[src/rtl/usb_word_framer_pkg.sv]
// Shared constants for usb_word_framer: state encoding, trailer layout, default length.
// The trailer marker switches to MARK_TS when FRAMER_TS_EN is defined.
package usb_framer_pkg;

  typedef logic [1:0] state_t;

  localparam state_t S_LO  = 2'd0;
  localparam state_t S_HI  = 2'd1;
  localparam state_t S_TRL = 2'd2;
  localparam state_t S_TS  = 2'd3;

  localparam logic [2:0] MARK_PLAIN = 3'b101;
  localparam logic [2:0] MARK_TS    = 3'b111;

  localparam int TRL_MARK_LSB  = 13;
  localparam int TRL_TRUNC_BIT = 12;
  localparam int TRL_ODD_BIT   = 11;
  localparam int TRL_CNT_W     = 11;

  localparam int DEF_MAX_LEN = 1028;

  function automatic logic [15:0] make_trailer(input logic [2:0] mark, input logic trunc,
                                               input logic odd, input logic [TRL_CNT_W-1:0] cnt);
    logic [15:0] t;
    t = '0;
    t[TRL_MARK_LSB +: 3]      = mark;
    t[TRL_TRUNC_BIT]          = trunc;
    t[TRL_ODD_BIT]            = odd;
    t[0 +: TRL_CNT_W]         = cnt;
    return t;
  endfunction

endpackage

[src/rtl/usb_word_framer_if.sv]
// Byte-in / word-out handshake bundle for usb_word_framer.
// slave is the framer's view; master is the surrounding FIFO / sink side.
interface usb_word_framer_if;
  logic [7:0]  in_data_i;
  logic        in_last_i;
  logic        in_valid_i;
  logic        in_ready_o;
  logic [15:0] ts_i;
  logic [15:0] out_data_o;
  logic        out_valid_o;
  logic        out_ready_i;
  logic [15:0] trunc_cnt_o;

  modport slave (
    input  in_data_i, in_last_i, in_valid_i, ts_i, out_ready_i,
    output in_ready_o, out_data_o, out_valid_o, trunc_cnt_o
  );

  modport master (
    output in_data_i, in_last_i, in_valid_i, ts_i, out_ready_i,
    input  in_ready_o, out_data_o, out_valid_o, trunc_cnt_o
  );
endinterface

[src/rtl/usb_word_framer_word_reg.sv]
// usb_word_reg: single-entry valid/ready output slot; a loaded word holds until accepted.
module usb_word_reg (
  input  logic        clk,
  input  logic        rst_n,
  input  logic        load,
  input  logic [15:0] din,
  input  logic        ready,
  output logic        valid,
  output logic [15:0] dout,
  output logic        free
);
  assign free = !valid | ready;

  always_ff @(posedge clk or negedge rst_n) begin
    if (!rst_n) begin
      valid <= 1'b0;
      dout  <= '0;
    end else if (load) begin
      valid <= 1'b1;
      dout  <= din;
    end else if (ready) begin
      valid <= 1'b0;
    end
  end
endmodule

[src/rtl/usb_word_framer.sv]
// Packs a byte stream into 16-bit little-endian words and closes each packet with a
// length/status trailer. FRAMER_TS_EN adds a timestamp word after each trailer.
module usb_word_framer
  import usb_framer_pkg::*;
#(
  parameter int MAX_LEN = DEF_MAX_LEN
) (
  input logic              clk_i,
  input logic              reset_n_i,
  usb_word_framer_if.slave bus
);
  localparam logic [TRL_CNT_W-1:0] MAX_CNT = TRL_CNT_W'(MAX_LEN);

`ifdef FRAMER_TS_EN
  localparam logic [2:0] MARK     = MARK_TS;
  localparam state_t     TRL_NEXT = S_TS;
  logic [15:0] ts_q;
`else
  localparam logic [2:0] MARK     = MARK_PLAIN;
  localparam state_t     TRL_NEXT = S_LO;
  logic unused_ts;
  assign unused_ts = ^bus.ts_i;
`endif

  state_t               state;
  logic [TRL_CNT_W-1:0] cnt;
  logic [7:0]           lo;
  logic                 trunc, odd, run;
  logic [15:0]          trunc_cnt;
  logic                 free, load, accept, full;
  logic [15:0]          word;

  assign full           = cnt == MAX_CNT;
  // run holds in_ready low until the first edge after reset release
  assign bus.in_ready_o = run & free & (state == S_LO || state == S_HI);
  assign accept         = bus.in_valid_i & bus.in_ready_o;
  assign bus.trunc_cnt_o = trunc_cnt;

  always_comb begin
    load = 1'b0;
    word = '0;
    case (state)
      S_LO:  if (accept && !full && bus.in_last_i) begin
               load = 1'b1;
               word = {8'h00, bus.in_data_i};
             end
      S_HI:  if (accept) begin
               load = 1'b1;
               word = {bus.in_data_i, lo};
             end
      S_TRL: if (free) begin
               load = 1'b1;
               word = make_trailer(MARK, trunc, odd, cnt);
             end
      default: if (free) begin
               load = 1'b1;
`ifdef FRAMER_TS_EN
               word = ts_q;
`endif
             end
    endcase
  end

  always_ff @(posedge clk_i or negedge reset_n_i) begin
    if (!reset_n_i) begin
      state     <= S_LO;
      cnt       <= '0;
      lo        <= '0;
      trunc     <= 1'b0;
      odd       <= 1'b0;
      run       <= 1'b0;
      trunc_cnt <= '0;
    end else begin
      run <= 1'b1;
      case (state)
        S_LO: if (accept) begin
          if (full) begin
            // over-length bytes are consumed and dropped; count holds
            trunc <= 1'b1;
            if (bus.in_last_i) begin
              odd   <= 1'b0;
              state <= S_TRL;
            end
          end else if (bus.in_last_i) begin
            cnt   <= cnt + 1'b1;
            odd   <= 1'b1;
            state <= S_TRL;
          end else begin
            lo    <= bus.in_data_i;
            cnt   <= cnt + 1'b1;
            state <= S_HI;
          end
        end
        S_HI: if (accept) begin
          cnt <= cnt + 1'b1;
          if (bus.in_last_i) begin
            odd   <= 1'b0;
            state <= S_TRL;
          end else begin
            state <= S_LO;
          end
        end
        S_TRL: if (free) begin
          if (trunc && trunc_cnt != 16'hFFFF) trunc_cnt <= trunc_cnt + 16'd1;
          cnt   <= '0;
          trunc <= 1'b0;
          odd   <= 1'b0;
          state <= TRL_NEXT;
        end
        default: if (free) state <= S_LO;
      endcase
    end
  end

`ifdef FRAMER_TS_EN
  always_ff @(posedge clk_i or negedge reset_n_i) begin
    if (!reset_n_i)                               ts_q <= '0;
    else if (accept && state == S_LO && cnt == '0) ts_q <= bus.ts_i;
  end
`endif

  usb_word_reg u_word_reg (
    .clk   (clk_i),
    .rst_n (reset_n_i),
    .load  (load),
    .din   (word),
    .ready (bus.out_ready_i),
    .valid (bus.out_valid_o),
    .dout  (bus.out_data_o),
    .free  (free)
  );
endmodule

[src/flat_wrapper.sv]
// flat-port wrapper written by rule: the top's interface ports become plain ports
module usb_word_framer_flat import usb_framer_pkg::*;
#(
  parameter int MAX_LEN = DEF_MAX_LEN
)
  (clk_i, reset_n_i, bus_in_data_i, bus_in_last_i, bus_in_valid_i, bus_ts_i, bus_out_ready_i, bus_in_ready_o, bus_out_data_o, bus_out_valid_o, bus_trunc_cnt_o);
  usb_word_framer_if bus_i ();
  input logic clk_i;
  input logic reset_n_i;
  input wire logic [$bits(bus_i.in_data_i)-1:0] bus_in_data_i;
  input wire logic [$bits(bus_i.in_last_i)-1:0] bus_in_last_i;
  input wire logic [$bits(bus_i.in_valid_i)-1:0] bus_in_valid_i;
  input wire logic [$bits(bus_i.ts_i)-1:0] bus_ts_i;
  input wire logic [$bits(bus_i.out_ready_i)-1:0] bus_out_ready_i;
  output wire logic [$bits(bus_i.in_ready_o)-1:0] bus_in_ready_o;
  output wire logic [$bits(bus_i.out_data_o)-1:0] bus_out_data_o;
  output wire logic [$bits(bus_i.out_valid_o)-1:0] bus_out_valid_o;
  output wire logic [$bits(bus_i.trunc_cnt_o)-1:0] bus_trunc_cnt_o;
  assign bus_i.in_data_i = bus_in_data_i;
  assign bus_i.in_last_i = bus_in_last_i;
  assign bus_i.in_valid_i = bus_in_valid_i;
  assign bus_i.ts_i = bus_ts_i;
  assign bus_i.out_ready_i = bus_out_ready_i;
  assign bus_in_ready_o = bus_i.in_ready_o;
  assign bus_out_data_o = bus_i.out_data_o;
  assign bus_out_valid_o = bus_i.out_valid_o;
  assign bus_trunc_cnt_o = bus_i.trunc_cnt_o;
  usb_word_framer #(.MAX_LEN(MAX_LEN)) u_core (.clk_i(clk_i), .reset_n_i(reset_n_i), .bus(bus_i));
endmodule
[config.mk]
export PLATFORM = sky130hd
export DESIGN_NAME = usb_word_framer_flat
export DESIGN_NICKNAME = d
export VERILOG_FILES = /design/src/rtl/usb_word_framer_pkg.sv /design/src/rtl/usb_word_framer_if.sv /design/src/rtl/usb_word_framer_word_reg.sv /design/src/rtl/usb_word_framer.sv /design/src/flat_wrapper.sv
export SDC_FILE = /design/constraint.sdc
export NUM_CORES = 1
export LEC_CHECK = 0
export CAP_MARGIN = 5
export CORE_UTILIZATION = 56
export CTS_CLUSTER_DIAMETER = 150
export DETAILED_ROUTE_END_ITERATION = 6
export GPL_TIMING_DRIVEN = 0
export PLACE_DENSITY_LB_ADDON = 0.12
export REMOVE_ABC_BUFFERS = 1
export SETUP_SLACK_MARGIN = 0.5
export SLEW_MARGIN = 20
export SYNTH_ARGS = -nofsm -noshare
export SYNTH_HDL_FRONTEND = slang
export SYNTH_HIERARCHICAL = 1
export SYNTH_SLANG_ARGS = --single-unit
[constraint.sdc]
create_clock -name clk_i -period 4.9 [get_ports clk_i]
set_input_delay 0.98 -clock clk_i [delete_from_list [all_inputs] [get_ports clk_i]]
set_output_delay 0.98 -clock clk_i [all_outputs]
set_load 0.03 [all_outputs]
# --- After elaboration in Yosys (flattened, before gate mapping) ---
# Index checks and enable logic that the tools add are counted.
# Widths: inputs -> output; s select.
totals:
  wordCells: 78
  reg_bits: 57
  in_bits: 29
  output_inout_bits: 34
op_classes:
  bitwise: 6
  n_reduce_logical: 17
  add_sub_neg: 2
  n_eq_ne: 11
  n_mux: 33
op_table:
  columns: ["cell", "count"]
  rows:
  - ["$pmux 16 s3", 1]
  - ["$mux 11", 4]
  - ["$pmux 11 s3", 1]
  - ["$mux 16", 2]
  - ["$add 16x1->16 const B", 1]
  - ["$ne 16x16->1 const B", 1]
  - ["$mux 2", 7]
  - ["$mux 1", 13]
  - ["$reduce_and 4->1", 3]
  - ["$add 11x1->11 const B", 1]
  - ["$eq 11x11->1 const B", 1]
  - ["$reduce_and 5->1", 2]
  - ["$mux 8", 1]
  - ["$ne 2x1->1 const B", 4]
  - ["$reduce_bool 3->1", 2]
  - ["$pmux 1 s2", 2]
  - ["$pmux 2 s2", 1]
  - ["$reduce_bool 2->1", 2]
  - ["$and 1x1->1", 3]
  - ["$logic_and 1x1->1", 3]
  - ["$ne 3x2->1 const B", 1]
  - ["$ne 3x3->1 const B", 1]
  - ["$pmux 1 s3", 1]
  - ["$reduce_and 3->1", 1]
  - ["other kinds (8)", 10]

# --- Depth between registers and ports, before layout ---
# Gate-level depths: netlist of run 1.
depth:
  depth_word: 10
  mapped_depth: 9
  ltp_nobuf: 7

# --- Hierarchy ---
# Netlist of run 1, hierarchy kept.
modules_own_cells:
  columns: ["mod", "seq_area_each_um2", "area_per_inst_um2", "instances", "cells_per_inst"]
  rows:
  - ["usb_word_framer", 1001.0, 2596.2, 1, 260]
  - ["usb_word_reg", 425.4, 683.2, 1, 37]

# --- Worst setup path after synthesis of run 1 ---
# OpenSTA, ideal clock, no wires.
synth_timing:
  kind: "input to output"
  startpoint: "input port bus_out_ready_i"
  endpoint: "output port bus_in_ready_o"
  t_required_ns: 3.920
  arrival_ns: 1.579
  slack_ns: 2.341
  cell_stages: 3
  n_path_buf: 1
  path_cell_list: "nand2b_1 -> buf_6 -> and3_1"
synth_via:
  elab_chain_cells: 3
synth_rtl:
  columns: ["element", "line_no", "source"]
  rows:
  - ["start: declaration", "flat_wrapper.sv:14", "input wire logic [$bits(bus_i.out_ready_i)-1:0] bus_out_ready_i;"]
  - ["$or 1x1->1", "usb_word_framer_word_reg.sv:12", "assign free = !valid | ready;"]
  - ["$and 1x1->1 (2 in a row)", "usb_word_framer.sv:35", "assign bus.in_ready_o = run & free & (state == S_LO || state == S_HI);"]
  - ["end: declaration", "flat_wrapper.sv:15", "output wire logic [$bits(bus_i.in_ready_o)-1:0] bus_in_ready_o;"]
# No other way between the ends.

# --- Worst setup path in the final report of run 1 ---
layout_timing:
  startpoint: "input port bus_out_ready_i"
  endpoint: "output port bus_in_ready_o"
layout_via:
  elab_chain_cells: 3
layout_rtl:
  columns: ["element", "line_no", "source"]
  rows:
  - ["$or 1x1->1", "usb_word_framer_word_reg.sv:12", null]
  - ["named net u_core.free", "usb_word_framer.sv:30", "logic free, load, accept, full;"]
  - ["$and 1x1->1 (2 in a row)", "usb_word_framer.sv:35", null]
# The timed path passes the listed nets, and every way through them passes these cells.

==> results of run 1 <==
## state kept, by name (all words and copies together), names as in the netlist
signal and flops:
u_core/lo 8, u_core/u_word_reg/valid 1, u_core/odd 1, u_core/run 1, u_core/bus.trunc_cnt_o 16, u_core/state 2, u_core/cnt 11, u_core/trunc 1
u_core/u_word_reg/dout 16
## worst paths after layout
check                           cells after the start                        from                          to
worst max-delay path                                4             bus_out_ready_i              bus_in_ready_o
worst min-delay path                                1  u_core/bus.trunc_cnt_o[15]  u_core/bus.trunc_cnt_o[15]
worst max register to register                      6             u_core/state[0]               u_core/cnt[0]
worst min register to register                      1  u_core/bus.trunc_cnt_o[15]  u_core/bus.trunc_cnt_o[15]
max in group asynchronous                           1                   reset_n_i               u_core/cnt[5]
min in group asynchronous                           1                   reset_n_i             u_core/state[1]
## metal layers
layer / wire length [um] / up-vias / GRT usage [%] / share of wire (%)
met5: 0 / - / 0 / 0
met4: 101 / 0 / 11.1 / 1.4
met3: 330 / 9 / 5.58 / 4.6
met2: 3420 / 74 / 40.6 / 48
met1: 3280 / 1256 / 32.9 / 46
li1: - / 1200 / - / -
## report_power, final
part / total, mW / internal (mW) / switching (mW)
logic: 0.782 / 0.358 / 0.424
registers: 0.702 / 0.587 / 0.115
clock network: 0.475 / 0.297 / 0.178
## metrics by stage
step / instances / TNS [ps] / area [sq um]
after floorplan: 281 / 0 / 3180
after global placement: 399 / -525 / 3730
after detailed placement: 401 / 0 / 3750
after CTS: 416 / 0 / 3970
after global routing: 416 / 0 / 3970
final: 416 / 0 / 3970
## cell type report
| type | instances | area (sq um) |
|---|---|---|
| well taps | 72 | 90.1 |
| inverters | 8 | 30.0 |
| multi-input cells | 216 | 1730 |
| fillers | 428 | 1610 |
| clock inverters | 3 | 65.1 |
| flip-flops and latches | 57 | 1430 |
| repair buffers | 48 | 477 |
| clock buffers | 12 | 145 |
## cell families after synthesis
group / Yosys count
adder cells (fa/ha/maj): 8
AO/OA/AOI/OAI: 67
multiplexers: 28
XOR/XNOR: 14
AND/OR/NAND/NOR: 98
flip-flops: 57
other: 1
buffers and inverters: 24
## cell usage after synthesis, types with 3 or more instances
library cell	count	area, sq um
a211o_1	4	35.0
a21oi_1	12	60.1
a22oi_1	14	105
and2_1	5	31.3
and3_1	8	50.1
buf_2	5	25.0
clkbuf_1	5	18.8
dfrtp_1	57	1430
ha_1	8	100
inv_1	8	30.0
mux2_2	18	203
mux2_4	9	135
nand2_1	13	48.8
nand2b_1	4	25.0
nand3_1	7	35.0
nand4_1	8	50.1
nor2_1	19	71.3
nor2b_1	5	31.3
nor3_1	4	20.0
nor3b_1	4	30.0
nor4_1	3	18.8
o21ai_0	4	20.0
o2bb2ai_1	11	96.3
xor2_1	14	123
## critical path, stage by stage
cell and delay (ps):
clkdlybuf4s50_1 450, nand2b_1 450, and3_1 240, clkdlybuf4s50_1 660
==> metrics.md, run 1 <==
| Metric | Value |
|---|---|
| Routed vias | 2539 |
| Final setup viols | 0 |
| Ys flop type | dfrtp_1 |
| Minimum clock period | 3750 ps |
| Distinct cells, synth | 62 |
| Synth Instances | 297 |
| Worst Setup End Kind | output pin |
| XOR/XNOR share of the synthesized area | 3.74% |
| Worst Tran Pin Value | 914 ps |
| Pre-CTS setup slack | 1150 ps |
| Die Span X | 78.5 um |
| Worst Hold Class | flop to flop |
| R2R Setup Slk | 2120 ps |
| Slew margin rel. | 38.7% |
| EDFF count, synth | 0 |
| CTS H-tree depth | 3 |
| Antenna Cells | 0 |
| Number of vias per cell | 6.10 |
| CTS Sinks | 57 |
| Number of global-route vias before repair | 2524 |
| Complex-gate fraction of the synthesized area | 15.6% |
| Min Hold Slack | 506 ps |
| Clk buf depth | 2 |
| Worst setup margin | 1150 ps |
| Starting Density | 58.8% |
| Critical path launch point type | input port |
| Power Density | 494 nW/um^2 |
| GR Overflow Total | 0 |
| Final Max Tran Viols | 0 |
| Cts bufs inserted | 9 |
| Die ar. | 6170 sq um |
| Drt drc | 0 |
| Tot GR Track Use | 25.4% |
| Hpwl dp | 4.81 mm |
| RSZ-0062 raised after global routing | false |
| Design Power | 1.96 mW |
| Clk_skew | 9.59 ps |
| Max Fclk | 266 MHz |
| Mux share of post-synthesis cell area | 10.6% |
| PortBufs | 46 |
| Row count | 27 |
| Violation count after the first detailed-routing iteration | 146 |
| Post-CTS Resized | 0 |
| Status | complete, no violations |
| Peak supply drop | 0.395 mV |
| LEAKAGE | 1.77 nW |
| Adder-cell area share of the yosys netlist | 3.05% |
| CTS tree | built |
| Global placement routability congestion | 0.871 |
| Most common cell after layout, fill and taps aside | dfrtp_1 |
| Pin count of the biggest net entering global routing | 58 |
| Clk Latency, worst-skew pair | 330 ps |
| Layout area overhead | 20.9% |
| DRT Pass-1 Iters | 4 |
| Main combinational cell family by area after synthesis | simple AND/OR/NAND/NOR gates |
| Syn_area_per_cell | 11.0 sq um |
| I/O pin cnt | 63 |
| Most frequent cells in the layout | dfrtp_1, clkdlybuf4s50_1, nor2_1 |
| CTS root buf | clkbuf_8 |
| Maxcap violations | 0 |
| FF+latch count, synth | 57 |
| Worst Path Required | 3920 ps |
| Initial antenna violation count | 0 |
| Setup Buffers After CTS | 0 |
| Final layout net count | 377 |
| Fraction of registers with async set/reset | 100% |
| Final Hold Viols | 0 |
| Arr. time, crit path | 2770 ps |
| Die Height | 78.5 um |
| Final wirelength | 7.13 mm |
| Global-route wire length before repair | 12.0 mm |
| Critical Path Fanout Max | 12 |
| Crit path kind | input port to output pin |
| Clock transition at path regs | 70 ps |
| Ratio of cells with drive above 1 in the final layout | 16.6% |
| Synth warn | 6 |
| Simple-Gate Fraction of Synth Area | 19.3% |
| Drt wl/cell | 17.1 um |
| Antenna Nets Post-Route | 0 |
| Tcrit/Tclk final | 76.6% |
| # hold bufs at CTS | 0 |
| Netlist Area Pre-Place | 3280 sq um |
| Core ar. | 5570 sq um |
| Post-synthesis sequential area ratio | 43.5% |
| Final Util | 71.1% |
Note: power is estimated with default switching activity, not from simulation.
==> run 2, diff against run 1 <==
CORE_UTILIZATION = 47   (was 56)
clock period = 3 ns   (was 4.9 ns; I/O delays follow)
==> metrics.md, run 2 (synthesis gave the netlist of run 1 again) <==
| Metric | Value |
|---|---|
| Design area | 4060 sq um |
| I/O pin cnt | 63 |
| Die Span X | 85.5 um |
| Critical path launch point type | flop |
| Tot GR Track Use | 21.8% |
| Tcrit/Tclk final | 81.3% |
| CTS H-tree depth | 3 |
| Maxcap violations | 0 |
| Global placement routability congestion | 0.842 |
| Clk Latency, worst-skew pair | 340 ps |
| Ratio of cells with drive above 1 in the final layout | 20.7% |
| GR Overflow Total | 0 |
| Pin count of the biggest net entering global routing | 44 |
| Most frequent cells in the layout | dfrtp_1, clkdlybuf4s50_1, nor2_1 |
| Core ar. | 6760 sq um |
| Worst Hold Class | input port to async pin |
| Number of vias per cell | 5.86 |
| Critical Path Fanout Max | 7 |
| Clk buf depth | 2 |
| Final Max Tran Viols | 0 |
| Hpwl dp | 5.00 mm |
| Final setup viols | 0 |
| Final wirelength | 7.49 mm |
| Drt wl/cell | 17.3 um |
| Crit path kind | flop to output pin |
| DRT Pass-1 Iters | 4 |
| Most common cell after layout, fill and taps aside | dfrtp_1 |
| Minimum clock period | 2440 ps |
| CTS Sinks | 57 |
| Number of global-route vias before repair | 2446 |
| Clk_skew | 6.19 ps |
| Initial antenna violation count | 0 |
| Drt drc | 0 |
| Worst setup path startpoint | u_core/state[0] |
| Cts bufs inserted | 9 |
| Layout area overhead | 23.9% |
| NetSw | 1.23 mW |
| Antenna Cells | 0 |
| Comb power frac | 42.2% |
| Die ar. | 7320 sq um |
| RSZ-0062 raised after global routing | false |
| Slew margin rel. | 51.8% |
| Max Fclk | 410 MHz |
| Die Height | 85.5 um |
| Worst Tran Pin Value | 723 ps |
| Internal | 1.97 mW |
| Worst Path Required | 2400 ps |
| Row count | 30 |
| Status | complete, no violations |
| Global-route wire length before repair | 12.3 mm |
| CTS tree | built |
| CTS root buf | clkbuf_8 |
| Clock transition at path regs | 70 ps |
| Starting Density | 48.5% |
| Clk network pwr share | 22.2% |
| Violation count after the first detailed-routing iteration | 83 |
| Final layout net count | 384 |
| Placed Area | 3800 sq um |
| Power Density | 789 nW/um^2 |
| Worst Setup End Kind | output pin |
| Min Hold Slack | 127 ps |
| Reg2reg start | u_core/cnt[6] |
| Sequential Power Share | 35.6% |
| Arr. time, crit path | 1840 ps |
| Routed vias | 2532 |
| Switching share of total power | 38.4% |
| Final Hold Viols | 0 |
| Peak supply drop | 0.394 mV |
| PortBufs | 46 |
| Antenna Nets Post-Route | 0 |
| LEAKAGE | 1.80 nW |
run 2: final cells by class:
class,count,area (sq um)
fill,573,2690
multi-input combinational,216,1760
sequential,57,1430
timing repair buffer,55,554
clock buffer,11,131
tap,80,100
clock inverter,5,56.3
inverter,8,30.0
run 2: worst paths after layout:
| path | slack, ps | end | depth (start not counted) |
|---|---|---|---|
| hold / removal | 130 | u_core/state[1] | 1 |
| setup reg to reg | 690 | u_core/u_word_reg/dout[5] | 6 |
| setup / recovery | 560 | bus_in_ready_o | 5 |
| min in group clk_i | 500 | u_core/bus.trunc_cnt_o[15] | 1 |
| hold reg to reg | 500 | u_core/bus.trunc_cnt_o[15] | 1 |
| max in group asynchronous | 2390 | u_core/cnt[4] | 2 |
run 2: metal layers:
| metal | wire (um) | global-route usage (%) | vias up |
|---|---|---|---|
| li1 | - | - | 1218 |
| met1 | 3490 | 29.6 | 1263 |
| met2 | 3650 | 34.2 | 41 |
| met3 | 224 | 4.72 | 10 |
| met4 | 129 | 8.79 | 0 |
| met5 | 0 | 0 | - |
run 2: critical path, stage by stage, from the launching register on:
cell             delay [ps]
dfrtp_1                 390
inv_1                    90
ha_2                    230
or2_2                   330
and3_1                  190
clkdlybuf4s15_2         270
run 2: metrics by stage:
stage / setup WS, ps / power [mW] / utilization [%] / instances / TNS [ps]
after detailed placement: -71.4 / 2.45 / 56.2 / 410 / -797
after global placement: -1710 / 2.41 / 55.3 / 407 / -62630
after global routing: 481 / 3.41 / 60.1 / 432 / 0
after CTS: 510 / 3.19 / 59.4 / 429 / 0
final: 562 / 3.21 / 60.1 / 432 / 0
after floorplan: -301 / 2.02 / - / 281 / -4030
run 2: power by group through the flow:
| stage | Clock (mW) | Sequential [mW] | Combinational [mW] |
|---|---|---|---|
| 6_report | 0.713 | 1.14 | 1.35 |
| 5_1_grt | 0.765 | 1.17 | 1.47 |
| 3_5_place_dp | 0 | 1.16 | 1.29 |
| 3_3_place_gp | 0 | 1.16 | 1.26 |
| 2_1_floorplan | 0 | 1.24 | 0.785 |
| 4_1_cts | 0.725 | 1.14 | 1.32 |
run 2: timing repair:
item	CTS	global route
cloned	0	0
pin swaps	0	1
resized for setup	6	6
setup endpoints to repair	29	17
endpoints found under the hold margin	0	0
hold buffers	0	0
setup buffers	3	3
